===== src/rtl/mem_arb_pkg.sv =====
// Shared definitions for the memory arbiter slice.
// Holds the arbiter state encoding, the requester port indices used to
// index the one-hot grant vector, and the width of the latency counter.
package mem_arb_pkg;

  typedef enum logic [1:0] {
    IDLE,
    ISSUE,
    WAIT,
    DONE
  } state_e;

  localparam int PORT_CPU = 0;
  localparam int PORT_DBG = 1;

  // Wide enough for the largest supported memory latency (15).
  localparam int CNT_W = 4;

endpackage


===== src/rtl/load_reg.sv =====
// Loadable register with asynchronous active-high reset to zero.
// Ports:
//   clk_i   - clock
//   reset_i - asynchronous, active-high reset
//   load_i  - when high, d_i is captured on the rising clock edge
//   d_i     - data to capture
//   q_o     - registered value, held while load_i is low
module load_reg #(
  parameter int WIDTH = 16
) (
  input  logic             clk_i,
  input  logic             reset_i,
  input  logic             load_i,
  input  logic [WIDTH-1:0] d_i,
  output logic [WIDTH-1:0] q_o
);

  // Capture on load, otherwise hold the previous value.
  always_ff @(posedge clk_i or posedge reset_i) begin
    if (reset_i) begin
      q_o <= '0;
    end else if (load_i) begin
      q_o <= d_i;
    end
  end

endmodule


===== src/rtl/mem_arb_rr.sv =====
// Two-way round-robin picker.
// Ports:
//   req_i        - request vector, bit 0 = CPU, bit 1 = debug port
//   last_grant_i - index of the port that won the previous grant
//   pick_o       - one-hot winner, 00 when nobody requests
module mem_arb_rr
  import mem_arb_pkg::*;
(
  input  logic [1:0] req_i,
  input  logic       last_grant_i,
  output logic [1:0] pick_o
);

  // A lone requester always wins; on contention the port that did not win
  // last time goes first, so a losing port is served on the next grant.
  always_comb begin
    pick_o = 2'b00;
    case (req_i)
      2'b01:   pick_o = 2'b01;
      2'b10:   pick_o = 2'b10;
      2'b11: begin
        pick_o[PORT_CPU] = last_grant_i;
        pick_o[PORT_DBG] = ~last_grant_i;
      end
      default: pick_o = 2'b00;
    endcase
  end

endmodule


===== src/rtl/mem_arbiter.sv =====
// Arbiter sharing the single-port program/data memory between the CPU
// (port 0, cpu_*) and the debug/program-loader port (port 1, dbg_*).
// Each access walks IDLE -> ISSUE -> WAIT (MEM_LATENCY cycles) -> DONE and
// returns a one-cycle ack with the captured read data to the granted port.
// Ports:
//   clk, reset                     - clock, asynchronous active-high reset
//   cpu_req/we/addr/wdata          - CPU request, held until cpu_ack
//   cpu_ack, cpu_rdata             - CPU completion pulse and read data
//   dbg_req/we/addr/wdata          - debug request, held until dbg_ack
//   dbg_ack, dbg_rdata             - debug completion pulse and read data
//   grant                          - one-hot owner of the current access
//   busy                           - high whenever the FSM is not idle
//   mem_rdata                      - memory read data
//   mem_addr, mem_wdata            - memory address and write data
//   mem_mem_ena, mem_wr_ena        - memory strobe and write enable
module mem_arbiter
  import mem_arb_pkg::*;
#(
  parameter int DATA_WIDTH  = 16,
  parameter int ADDR_WIDTH  = 16,
  parameter int MEM_LATENCY = 2
) (
  input  logic                  clk,
  input  logic                  reset,
  input  logic                  cpu_req,
  input  logic                  cpu_we,
  input  logic [ADDR_WIDTH-1:0] cpu_addr,
  input  logic [DATA_WIDTH-1:0] cpu_wdata,
  output logic                  cpu_ack,
  output logic [DATA_WIDTH-1:0] cpu_rdata,
  input  logic                  dbg_req,
  input  logic                  dbg_we,
  input  logic [ADDR_WIDTH-1:0] dbg_addr,
  input  logic [DATA_WIDTH-1:0] dbg_wdata,
  output logic                  dbg_ack,
  output logic [DATA_WIDTH-1:0] dbg_rdata,
  output logic [1:0]            grant,
  output logic                  busy,
  input  logic [DATA_WIDTH-1:0] mem_rdata,
  output logic [DATA_WIDTH-1:0] mem_wdata,
  output logic [ADDR_WIDTH-1:0] mem_addr,
  output logic                  mem_mem_ena,
  output logic                  mem_wr_ena
);

  state_e                state_q, state_d;
  logic [1:0]            grant_q, grant_d;
  logic                  last_grant_q, last_grant_d;
  logic [ADDR_WIDTH-1:0] addr_q, addr_d;
  logic [DATA_WIDTH-1:0] wdata_q, wdata_d;
  logic                  we_q, we_d;
  logic [CNT_W-1:0]      cnt_q, cnt_d;
  logic [1:0]            req;
  logic [1:0]            pick;
  logic                  issue;
  logic                  done;
  logic                  capture;

  assign req = {dbg_req, cpu_req};

  mem_arb_rr u_rr (
    .req_i        (req),
    .last_grant_i (last_grant_q),
    .pick_o       (pick)
  );

  // State and transaction registers. last_grant resets to the debug port so
  // the CPU wins the first contention after reset.
  always_ff @(posedge clk or posedge reset) begin
    if (reset) begin
      state_q      <= IDLE;
      grant_q      <= 2'b00;
      last_grant_q <= 1'b1;
      addr_q       <= '0;
      wdata_q      <= '0;
      we_q         <= 1'b0;
      cnt_q        <= '0;
    end else begin
      state_q      <= state_d;
      grant_q      <= grant_d;
      last_grant_q <= last_grant_d;
      addr_q       <= addr_d;
      wdata_q      <= wdata_d;
      we_q         <= we_d;
      cnt_q        <= cnt_d;
    end
  end

  // Next-state logic. The winner's request is latched at grant time, so the
  // memory side only ever sees registered values.
  always_comb begin
    state_d      = state_q;
    grant_d      = grant_q;
    last_grant_d = last_grant_q;
    addr_d       = addr_q;
    wdata_d      = wdata_q;
    we_d         = we_q;
    cnt_d        = cnt_q;
    case (state_q)
      IDLE: begin
        if (pick != 2'b00) begin
          grant_d      = pick;
          last_grant_d = pick[PORT_DBG];
          addr_d       = pick[PORT_DBG] ? dbg_addr  : cpu_addr;
          wdata_d      = pick[PORT_DBG] ? dbg_wdata : cpu_wdata;
          we_d         = pick[PORT_DBG] ? dbg_we    : cpu_we;
          state_d      = ISSUE;
        end
      end
      ISSUE: begin
        cnt_d   = CNT_W'(MEM_LATENCY);
        state_d = WAIT;
      end
      WAIT: begin
        // Count reaches 1 in the last of MEM_LATENCY wait cycles.
        cnt_d = cnt_q - CNT_W'(1);
        if (cnt_q == CNT_W'(1)) begin
          state_d = DONE;
        end
      end
      DONE: begin
        grant_d = 2'b00;
        state_d = IDLE;
      end
      default: begin
        grant_d = 2'b00;
        state_d = IDLE;
      end
    endcase
  end

  assign issue   = (state_q == ISSUE);
  assign done    = (state_q == DONE);
  assign capture = (state_q == WAIT) && (cnt_q == CNT_W'(1));

  load_reg #(.WIDTH(DATA_WIDTH)) u_cpu_rdata (
    .clk_i   (clk),
    .reset_i (reset),
    .load_i  (capture & grant_q[PORT_CPU]),
    .d_i     (mem_rdata),
    .q_o     (cpu_rdata)
  );

  load_reg #(.WIDTH(DATA_WIDTH)) u_dbg_rdata (
    .clk_i   (clk),
    .reset_i (reset),
    .load_i  (capture & grant_q[PORT_DBG]),
    .d_i     (mem_rdata),
    .q_o     (dbg_rdata)
  );

  assign grant       = grant_q;
  assign busy        = (state_q != IDLE);
  assign cpu_ack     = done & grant_q[PORT_CPU];
  assign dbg_ack     = done & grant_q[PORT_DBG];
  assign mem_mem_ena = issue;
  assign mem_wr_ena  = issue & we_q;
  assign mem_addr    = addr_q;
  assign mem_wdata   = wdata_q;

endmodule


===== config.mk =====
export PLATFORM = sky130hd
export DESIGN_NAME = mem_arbiter
export DESIGN_NICKNAME = d
export VERILOG_FILES = /design/src/rtl/mem_arb_pkg.sv /design/src/rtl/load_reg.sv /design/src/rtl/mem_arb_rr.sv /design/src/rtl/mem_arbiter.sv
export SDC_FILE = /design/constraint.sdc
export NUM_CORES = 1
export LEC_CHECK = 0
export ABC_CLOCK_PERIOD_IN_PS = 2300
export BUFFER_PORTS_ARGS = -buffer_cell sky130_fd_sc_hd__buf_2
export CAP_MARGIN = 10
export CELL_PAD_IN_SITES_DETAIL_PLACEMENT = 0
export CELL_PAD_IN_SITES_GLOBAL_PLACEMENT = 1
export CORE_UTILIZATION = 32
export DETAILED_ROUTE_END_ITERATION = 10
export PLACE_DENSITY_LB_ADDON = 0.15
export SKIP_LAST_GASP = 1
export SLEW_MARGIN = 40
export SYNTH_ARGS = -nofsm -noshare
export SYNTH_HDL_FRONTEND = slang
export SYNTH_SLANG_ARGS = --single-unit

===== constraint.sdc =====
create_clock -name clk -period 2.3 [get_ports clk]
set_clock_uncertainty 0.15 [all_clocks]
set_input_delay 0.46 -clock clk [delete_from_list [all_inputs] [get_ports clk]]
set_output_delay 0.46 -clock clk [all_outputs]
set_load 0.05 [all_outputs]

==> results.py <==
metrics = {
    "outcome": {
        "status": "completed",
    },
    "power_and_ir_drop": {
        "combPwrFrac_pct": 54.8,
        "leakagePower_nw": 2.45,
        "switchingPower_mw": 3.67,
        "power.internal_mw": 3.48,
        "seqPwrFrac_pct": 30.9,
        "power_density_nw_per_um2": 1590,
        "vdd_drop_max_uv": 623,
        "clkPwrFrac_pct": 14.3,
        "switching_share_pct": 51.3,
    },
    "setup_path": {
        "path_class": "reg -> out",
        "cp.required_ps": 1690,
        "start_kind": "register",
        "reg2reg_depth": 5,
        "max_stage_delay_ps": 420,
        "startpoint": "state_q[1]",
        "critical_path_depth": 4,
        "arrival_ps": 1490,
        "r2r_slack_ps": 350,
        "endpoint": "busy",
        "end_kind": "output port",
        "crit_path_max_fanout": 8,
        "regToRegStartpoint": "state_q[0]",
        "critPathMostFrequentCell": "inv_1",
        "worstPathCellList": "inv_1, ha_1, inv_1, buf_2",
        "r2r_end": "u_cpu_rdata.q_o[4]",
        "critical-path-slowest-cell": "dfrtp_1",
        "critPathTopFamily": "flip-flops",
        "path_buf_inv": 3,
    },
    "global_route": {
        "grt_pass1_wl_um": 12400,
        "grtUsageTotal_pct": 14.4,
        "grt_busiest_layer": "met2",
        "grt.met3_usage_pct": 2.82,
        "grt-ovfl-total": 0,
        "grt_pass1_vias": 2549,
        "grt_use_met1_pct": 18.2,
        "antenna_found_initial": 0,
        "use_met2_pct": 24.2,
        "grt_max_degree": 58,
    },
    "layout": {
        "area_delta_synth_final_pct": 33.6,
        "drive_above_1_share_pct": 50.0,
        "layout_common_cells": "buf_2, dfrtp_1, o21ai_0, nand2_1, mux2i_1",
        "fillers": 1055,
        "finish.net_count": 519,
        "multiInputGateArea_um2": 1380,
        "mostFrequentLayoutCell": "buf_2",
        "regArea_um2": 1850,
        "antenna_cells": 0,
        "fin_cells": 568,
    },
    "detailed_routing": {
        "drtIter0Drc": 52,
        "drtAntennaViolNets": 0,
        "via_per_inst": 4.40,
        "drc": 0,
        "vias": 2497,
        "post_drt_wl_per_cell_um": 13.5,
        "first_pass_iters": 4,
        "finalWirelength_um": 7670,
    },
    "die": {
        "start_util_pct": 32.7,
        "core_area_um2": 10300,
        "die_area_um2": 10900,
        "io_pins": 157,
        "rows": 37,
        "dieHeight_um": 105,
        "die_w_um": 105,
    },
    "logic_synthesis": {
        "ys_ff_latch": 74,
        "yosys_most_used_dff": "dfrtp_1",
        "synth.yosys.seq_area_share_pct": 55.1,
        "syn_area_per_cell_um2": 12.5,
        "ys_warn_count": 0,
        "yosys.area.top_type": "dfrtp_1",
        "synth_edf_count": 0,
        "netlist_instances": 270,
        "yosysTopAreaCellShare_pct": 54.3,
        "ys_types": 32,
        "async_reset_ff_share_pct": 100,
        "syn_area_um2": 3360,
        "synthTopCellsByArea": "dfrtp_1, mux2i_1, mux2_4",
        "synth_fp_nets": 362,
    },
    "cts": {
        "cts.sinks": 74,
        "root_buffer": "clkbuf_8",
        "tritoncts": "done",
        "clk_latency_ps": 340,
        "htreeDepth": 3,
        "cts_buffer_depth": 2,
        "cts_buffers": 9,
        "cts.repair.resized": 0,
        "clk_pin_slew_ps": 90,
    },
    "timing": {
        "finalSetupViolCount": 0,
        "finalMaxSlewViolations": 0,
        "min_period_ps": 2100,
        "tightest_slew_ps": 720,
        "rsz0062_at_grt": "no",
        "max_freq_mhz": 477,
        "finalCritPeriodShare_pct": 91.2,
        "hold_viol_final": 0,
        "holdWs_ps": 208,
        "relSlewSlack_pct": 51.8,
        "setup_tns_ps": 0,
        "setup_slack_ps": 202,
    },
    "place": {
        "port_buffers": 156,
        "post-place-cells": 551,
        "gp_congestion": 0.699,
        "dp_slack_ps": 339,
        "place_hpwl_um": 5610,
    },
    "worst_hold_path": {
        "worstHoldPathType": "in -> reg",
    },
    "run": {
        "timing.max_cap.violations": 0,
    },
}
[power by group through the flow]
stage	Sequential, mW	Clock [mW]	Combinational [mW]
6_report	2.21	1.02	3.92
5_1_grt	2.30	1.11	4.17
4_1_cts	2.22	1.06	3.97
3_5_place_dp	2.25	0	3.96
3_3_place_gp	2.23	0	3.92
2_1_floorplan	4.05	0	1.21
[Yosys cell counts, types with 3 or more instances]
cell type,n
a21oi_1,3
and2_1,3
buf_6,4
clkbuf_1,7
dfrtp_1,73
ha_1,6
inv_1,8
mux2_2,13
mux2_4,20
mux2i_1,33
nand2_1,35
nor2_1,4
o21ai_0,38
[metrics by stage]
| step | util [%] | cell area (um^2) | power, mW |
|---|---|---|---|
| after floorplan | - | 3370 | 5.26 |
| after global placement | 41.7 | 4280 | 6.15 |
| after detailed placement | 41.7 | 4280 | 6.21 |
| after CTS | 43.7 | 4490 | 7.25 |
| after global routing | 43.7 | 4490 | 7.57 |
| final | 43.7 | 4490 | 7.15 |
[layout make-up]
| cell class | count | area share (%) |
|---|---|---|
| clock inverter | 7 | 1.67 |
| inverter | 8 | 0.752 |
| sequential | 74 | 41.2 |
| multi-input combinational | 173 | 30.7 |
| clock buffer | 9 | 2.76 |
| timing repair buffer | 161 | 19.1 |
| tap | 136 | 3.79 |
[registers in the layout, indices dropped and copies added, names as in the netlist]
register,cells
last_grant_q,1
we_q,1
mem_addr,16
grant,2
u_cpu_rdata.q_o,16
cnt_q,4
mem_wdata,16
state_q,2
u_dbg_rdata.q_o,16
[timing repair]
action / CTS / global route
buffers inserted: 0 / 0
endpoints found under the hold margin: 17 / 0
hold buffers: 1 / 0
[how the worst min path moves through the flow]
stage	from	end	slack, ps	cells after the start
after detailed placement	mem_addr[0]	mem_addr[0]	310	2
after floorplan	we_q	we_q	290	2
after global placement	mem_addr[14]	mem_addr[14]	310	2
final	mem_rdata[1]	u_dbg_rdata.q_o[1]	210	2
after global routing	mem_rdata[2]	u_dbg_rdata.q_o[2]	200	2
after CTS	mem_rdata[7]	u_cpu_rdata.q_o[7]	190	2
[cells by family after synthesis]
logic type / synth area share (%)
flops: 55.1
buf+inv: 4.21
fa+ha+maj: 2.23
compound gates: 7.96
simple gates: 7.37
mux: 23.1
[per-layer routing]
layer | up-vias | part of all wire (%)
li1 | 1246 | -
met1 | 1173 | 45
met2 | 72 | 49
met3 | 6 | 5.5
met4 | 0 | 0.89
met5 | - | 0
(Power assumes the default switching activity.)
